$ cat config.mk
export PLATFORM = sky130hd
export DESIGN_NAME = hilo_muldiv_unit
export DESIGN_NICKNAME = d
export VERILOG_FILES = /design/src/rtl/hilo_muldiv_unit_pkg.sv /design/src/rtl/muldiv_iter_core.sv /design/src/rtl/hilo_muldiv_unit.sv
export SDC_FILE = /design/constraint.sdc
export NUM_CORES = 1
export LEC_CHECK = 0
export CORE_MARGIN = 2
export CORE_UTILIZATION = 49
export CTS_CLUSTER_SIZE = 40
export DETAILED_ROUTE_END_ITERATION = 7
export PLACE_DENSITY = 0.77
export SLEW_MARGIN = 20
export SYNTH_ARGS = -nofsm -noshare
export SYNTH_HDL_FRONTEND = slang
export SYNTH_SLANG_ARGS = --single-unit
$ cat constraint.sdc
create_clock -name clk -period 8.8 [get_ports clk]
set_input_delay 1.76 -clock clk [delete_from_list [all_inputs] [get_ports clk]]
set_output_delay 1.76 -clock clk [all_outputs]
set_load 0.1 [all_outputs]
$ cat src/rtl/hilo_muldiv_unit_pkg.sv
// Shared definitions for the HI/LO multiply/divide unit.
// - Operation codes are the same ones the combinational ALU decodes.
// - FSM state encoding for the iterative engine.
// - Iteration counter width.
package hilo_muldiv_unit_pkg;

  localparam logic [3:0] OP_MULT = 4'b0010;
  localparam logic [3:0] OP_DIV  = 4'b0011;

  // Wide enough to count ITERS = 32 iterations.
  localparam int unsigned CNT_W = 6;

  typedef enum logic [1:0] {
    S_IDLE = 2'd0,
    S_PREP = 2'd1,
    S_ITER = 2'd2,
    S_FIX  = 2'd3
  } muldivState_e;

endpackage

$ cat src/rtl/muldiv_iter_core.sv
// Radix-2 iterative datapath shared by multiply and divide.
// Ports:
//   clk, reset    clock, asynchronous active-high reset
//   load          initialise: acc = {0, initLow}, latch operand
//   step          perform one iteration (shift-add or restore-subtract)
//   isDiv         selects restoring divide instead of shift-add multiply
//   operand       multiplicand (multiply) or divisor (divide), magnitude only
//   initLow       multiplier (multiply) or dividend (divide), magnitude only
//   acc           2*WIDTH accumulator; {HI,LO} product or {remainder,quotient}
module muldiv_iter_core #(
  parameter int unsigned WIDTH = 32
) (
  input  logic               clk,
  input  logic               reset,
  input  logic               load,
  input  logic               step,
  input  logic               isDiv,
  input  logic [WIDTH-1:0]   operand,
  input  logic [WIDTH-1:0]   initLow,
  output logic [2*WIDTH-1:0] acc
);

  logic [2*WIDTH-1:0] accQ, accD;
  logic [WIDTH-1:0]   opQ;
  logic [WIDTH:0]     addSum;
  logic [WIDTH:0]     remShift;
  logic [WIDTH+1:0]   diff;

  always_comb begin
    // Multiply: add multiplicand into the upper half when the current multiplier
    // bit (acc[0]) is set, keeping the carry so the right shift retains it.
    addSum   = {1'b0, accQ[2*WIDTH-1:WIDTH]} + (accQ[0] ? {1'b0, opQ} : '0);
    // Divide: partial remainder shifted left by one, pulling in the next dividend bit.
    remShift = accQ[2*WIDTH-1:WIDTH-1];
    diff     = {1'b0, remShift} - {2'b00, opQ};

    accD = accQ;
    if (load) begin
      accD = {{WIDTH{1'b0}}, initLow};
    end else if (step) begin
      if (isDiv) begin
        if (!diff[WIDTH+1]) begin
          accD = {diff[WIDTH-1:0], accQ[WIDTH-2:0], 1'b1};
        end else begin
          accD = {accQ[2*WIDTH-2:0], 1'b0};
        end
      end else begin
        accD = {addSum, accQ[WIDTH-1:1]};
      end
    end
  end

  always_ff @(posedge clk or posedge reset) begin
    if (reset) begin
      accQ <= '0;
      opQ  <= '0;
    end else begin
      accQ <= accD;
      if (load) begin
        opQ <= operand;
      end
    end
  end

  assign acc = accQ;

endmodule

$ cat src/rtl/hilo_muldiv_unit.sv
// Multi-cycle multiply/divide engine owning the architectural HI/LO pair.
// Ports:
//   clk, reset          clock, asynchronous active-high reset
//   start, operation    issue request; OP_MULT / OP_DIV, anything else ignored
//   sign                sign[1] selects signed arithmetic; sign[0] unused
//   A, B                multiplicand/dividend, multiplier/divisor
//   mthi, mtlo, wdata   direct writes into HI / LO (accepted only when idle)
//   rd_hi, rd_lo        mfhi/mflo present in EX (used only for stall)
//   hi_out, lo_out      HI / LO registers
//   busy                operation in flight
//   done, div_zero      one-cycle pulses after HI/LO are written by an operation
//   stall               busy and something in EX needs HI/LO or the engine
// Latency is fixed: PREP (1) + ITER (ITERS) + FIX (1) cycles. ITERS must equal WIDTH.
module hilo_muldiv_unit
  import hilo_muldiv_unit_pkg::*;
#(
  parameter int unsigned WIDTH = 32,
  parameter int unsigned ITERS = 32
) (
  input  logic             clk,
  input  logic             reset,
  input  logic             start,
  input  logic [3:0]       operation,
  input  logic [1:0]       sign,
  input  logic [WIDTH-1:0] A,
  input  logic [WIDTH-1:0] B,
  input  logic             mthi,
  input  logic             mtlo,
  input  logic [WIDTH-1:0] wdata,
  input  logic             rd_hi,
  input  logic             rd_lo,
  output logic [WIDTH-1:0] hi_out,
  output logic [WIDTH-1:0] lo_out,
  output logic             busy,
  output logic             done,
  output logic             div_zero,
  output logic             stall
);

  localparam logic [CNT_W-1:0] LastIter = CNT_W'(ITERS - 1);

  muldivState_e stateQ, stateD;

  logic [CNT_W-1:0]   cntQ;
  logic [WIDTH-1:0]   aQ, bQ;
  logic               isDivQ, signedQ;
  logic               negQuotQ, negRemQ;
  logic [WIDTH-1:0]   hiQ, hiD, loQ, loD;
  logic               doneQ, divZeroQ;

  logic               validStart;
  logic               aNeg, bNeg;
  logic [WIDTH-1:0]   absA, absB;
  logic [WIDTH-1:0]   coreOperand, coreInitLow;
  logic [2*WIDTH-1:0] acc;
  logic [2*WIDTH-1:0] prodFix;
  logic [WIDTH-1:0]   quot, rem;
  logic [WIDTH-1:0]   resHi, resLo;
  logic               unusedSign;

  assign unusedSign = sign[0];

  assign validStart = start && ((operation == OP_MULT) || (operation == OP_DIV));

  // Operand magnitudes and result signs are derived from the latched operands.
  assign aNeg = signedQ & aQ[WIDTH-1];
  assign bNeg = signedQ & bQ[WIDTH-1];
  assign absA = aNeg ? (-aQ) : aQ;
  assign absB = bNeg ? (-bQ) : bQ;

  assign coreOperand = isDivQ ? absB : absA;
  assign coreInitLow = isDivQ ? absA : absB;

  muldiv_iter_core #(
    .WIDTH (WIDTH)
  ) u_core (
    .clk     (clk),
    .reset   (reset),
    .load    (stateQ == S_PREP),
    .step    (stateQ == S_ITER),
    .isDiv   (isDivQ),
    .operand (coreOperand),
    .initLow (coreInitLow),
    .acc     (acc)
  );

  // Sign fix-up of the magnitude result. Divide by zero bypasses the core result.
  always_comb begin
    prodFix = negQuotQ ? (-acc) : acc;
    quot    = acc[WIDTH-1:0];
    rem     = acc[2*WIDTH-1:WIDTH];
    if (isDivQ) begin
      if (bQ == '0) begin
        resHi = aQ;
        resLo = '1;
      end else begin
        resHi = negRemQ ? (-rem) : rem;
        resLo = negQuotQ ? (-quot) : quot;
      end
    end else begin
      resHi = prodFix[2*WIDTH-1:WIDTH];
      resLo = prodFix[WIDTH-1:0];
    end
  end

  always_comb begin
    stateD = stateQ;
    unique case (stateQ)
      S_IDLE:  if (validStart) stateD = S_PREP;
      S_PREP:  stateD = S_ITER;
      S_ITER:  if (cntQ == LastIter) stateD = S_FIX;
      S_FIX:   stateD = S_IDLE;
      default: stateD = S_IDLE;
    endcase
  end

  // HI/LO only move on an idle mthi/mtlo or on the FIX edge. A write issued in
  // the same cycle as start lands now and is overwritten by the result later.
  always_comb begin
    hiD = hiQ;
    loD = loQ;
    if (stateQ == S_IDLE) begin
      if (mthi) hiD = wdata;
      if (mtlo) loD = wdata;
    end else if (stateQ == S_FIX) begin
      hiD = resHi;
      loD = resLo;
    end
  end

  always_ff @(posedge clk or posedge reset) begin
    if (reset) begin
      stateQ   <= S_IDLE;
      cntQ     <= '0;
      aQ       <= '0;
      bQ       <= '0;
      isDivQ   <= 1'b0;
      signedQ  <= 1'b0;
      negQuotQ <= 1'b0;
      negRemQ  <= 1'b0;
      hiQ      <= '0;
      loQ      <= '0;
      doneQ    <= 1'b0;
      divZeroQ <= 1'b0;
    end else begin
      stateQ   <= stateD;
      hiQ      <= hiD;
      loQ      <= loD;
      doneQ    <= (stateQ == S_FIX);
      divZeroQ <= (stateQ == S_FIX) && isDivQ && (bQ == '0);
      if ((stateQ == S_IDLE) && validStart) begin
        aQ      <= A;
        bQ      <= B;
        isDivQ  <= (operation == OP_DIV);
        signedQ <= sign[1];
      end
      if (stateQ == S_PREP) begin
        cntQ     <= '0;
        negQuotQ <= aNeg ^ bNeg;
        negRemQ  <= aNeg;
      end
      if (stateQ == S_ITER) begin
        cntQ <= cntQ + CNT_W'(1);
      end
    end
  end

  assign busy     = (stateQ != S_IDLE);
  assign stall    = busy & (rd_hi | rd_lo | mthi | mtlo | start);
  assign hi_out   = hiQ;
  assign lo_out   = loQ;
  assign done     = doneQ;
  assign div_zero = divZeroQ;

endmodule

==> reports/metrics.cfg <==
[setup_path]
critPathLaunch = mtlo
crit_end = stall
cp_slowest_stage_delay_ns = 1.15
critPathRequiredTime_ns = 7.04
cp_cell_sequence = clkdlybuf4s50_1, nor2_1, a21oi_1, clkdlybuf4s50_1
cpMaxStageDelayCell = clkdlybuf4s50_1
crit_path_start_kind = primary input
crit_type = primary input to output port
r2r_end = u_core.acc[61]
cp_top_family = buffers and inverters
crit_path_end_kind = output port
cp.depth = 4
cp_max_fo = 2
arrival_ns = 3.62
reg2regPathDepth = 13
crit_buf_inv = 2
cp_common_cell = clkdlybuf4s50_1
rrSetupSlack_ns = 4.38
r2r_start = u_core.acc[0]

[die]
rows = 70
die_h_um = 197
die_w_um = 197
die-area_sq_mm = 0.0387
num_io_pins = 177
core_area_sq_mm = 0.0366
initial_utilization = 0.497

[clocking]
htreeDepth = 1
post_cts_buffers = 0
cts_tree = done
path_clk_slew_ns = 0.06
cts_root_buffer = clkbuf_16
cts_buffers = 27
clock_path_buffers = 3
cts_num_sinks = 238
cts-resized-gates = 0
clk_latency_ns = 0.56
postCtsHoldBufs = 0

[synthesis]
synthXorXnorAreaFrac = 0.0963
synth_edf_count = 0
synth_cell_types = 73
ys.flop_type = dfrtp_1
synthArstFlopShare = 1.00
avgSynthCellArea_sq_um = 8.63
synth_area_sq_mm = 0.0182
synth_top_family_by_area = compound AO/OA/AOI/OAI gates
synth_compound_area_frac = 0.221
muxShareOfSynthArea = 0.111
ys_ff_latch = 238
synth_area_leaders = dfrtp_1 33%, xnor2_1 6.4%, o21ai_0 6.2%
synth_adder_area_share = 0.0524
yosys.area.top_type_share = 0.327
syn_inst = 2109
yosysTopAreaCell = dfrtp_1
synth-simple-area-share = 0.146
synth.net_count = 2293
seq_area_frac_synth = 0.327
yosys_warnings = 0

[sta]
tightest_slew_ns = 1.08
rsz0062_at_grt = false
fin_skew_ns = 0.0113
min_period_ns = 5.38
hold_viol = 0
maxSlewViolCount = 0
setup_viol = 0
post-route-period-util = 0.611
whs_ns = 0.481
maxSlewHeadroom = 0.280
max_freq_mhz = 186
finalSetupTns_ns = 0

[cells_and_area]
num_antenna_cells = 0
fill_cells = 3254
drive_above_1_share = 0.101
nets = 2381
area_growth_syn_to_layout_pct = 17.0

[outcome]
run_status = finished clean

[routing]
totalWireLength_um = 62200
drt-wirelength-per-cell_um = 23.2
vias = 17100
drc = 0
postRouteAntennaNets = 0
drt_iter0_markers = 1432
dr.pass1.iters = 5
vias_per_cell = 6.35

[placement]
gp_congestion = 0.979
portBuffers = 175
dp_hpwl_um = 45900

[global_routing]
first_global_vias = 16600
gr-total-overflow = 0
grtUsageTotal = 0.318
grt_pass1_wl_um = 95600
antenna_found_initial = 1
grt_max_degree = 116

[job]
drv_cap = 0

[worst_hold_path]
hold_class = register to register

[registers in the layout, summed over array words and instances (netlist names)]
signal,cells
u_core.acc,64
aQ,32
bQ,32
hi_out,32
lo_out,32
u_core.opQ,32
cntQ,6
stateQ,2
div_zero,1
done,1
isDivQ,1
negQuotQ,1
negRemQ,1
signedQ,1
[routing by layer]
metal | wire length (um) | vias up | GRT usage
met1 | 25400 | 8317 | 0.413
met2 | 29100 | 744 | 0.520
met5 | 0 | - | 0
met4 | 3130 | 0 | 0.145
met3 | 4610 | 180 | 0.0532
li1 | - | 7821 | -
[worst min-delay path, cell delays in order (launching register included)]
cell     delay, ns
dfrtp_1       0.35
nand2_1       0.05
o21ai_0       0.06
[area by class of cell]
class / instances / area (sq um) / area share
sequential: 238 / 5960 / 0.280
clock buffer: 33 / 748 / 0.0351
inverter: 86 / 330 / 0.0155
clock inverter: 16 / 300 / 0.0141
timing repair buffer: 197 / 1920 / 0.0900
multi-input combinational: 1647 / 11500 / 0.538
tap: 468 / 586 / 0.0275
[placed cells by master (no fill, tap or decap), drive strengths merged, types with 20 or more instances in the layout]
master / instances
dfrtp: 238
o21ai: 227
nand2: 191
clkdlybuf4s50: 175
nor2: 162
xnor2: 132
a21oi: 131
mux2: 101
inv: 87
ha: 73
xor2: 68
or3: 46
mux2i: 44
o22ai: 41
a21o: 35
o31ai: 35
clkbuf: 33
nor3: 31
a31oi: 26
buf: 22
or4: 20
[cell families after synthesis]
family,count (synthesis)
xor gates and xnor gates,200
AOI/OAI and AO/OA,645
adders and majority gates,75
buffers and inverters,224
and+or+nand+nor,563
DFF,238
muxes,164
[how the worst min path moves through the flow]
| stage | startpoint | endpoint | slack (ns) | cells after the start |
|---|---|---|---|---|
| final | lo_out[23] | lo_out[23] | 0.48 | 2 |
| after global routing | lo_out[26] | lo_out[26] | 0.51 | 2 |
| after CTS | lo_out[23] | lo_out[23] | 0.48 | 2 |
| after detailed placement | lo_out[23] | lo_out[23] | 0.47 | 2 |
| after global placement | lo_out[29] | lo_out[29] | 0.46 | 2 |
| after floorplan | bQ[6] | bQ[6] | 0.48 | 1 |
[per-stage QoR]
| stage | worst slack, ns | cell area (sq um) | instances | util |
|---|---|---|---|---|
| floorplan | 0.509 | 18200 | 2109 | - |
| global placement | 3.41 | 20200 | 2636 | 0.553 |
| detailed placement | 3.43 | 20200 | 2636 | 0.553 |
| CTS | 3.42 | 21300 | 2685 | 0.581 |
| global route | 3.38 | 21300 | 2685 | 0.582 |
| finish | 3.42 | 21300 | 2685 | 0.582 |
[Yosys cell counts, types with 30 or more instances]
library cell and n:
a21oi_1 131, o21ai_0 225, mux2_2 100, or3_1 46, mux2i_1 44, inv_1 85
xor2_1 68, nand2_1 191, xnor2_1 132, dfrtp_1 238, a21o_1 35, nor3_1 30
nor2_1 162, o22ai_1 41, o31ai_1 35, ha_1 73, clkbuf_1 121
Power is left out: the tool's default activity adds up to more than one toggle a clock period on the data nets, which glitch-free logic cannot reach.
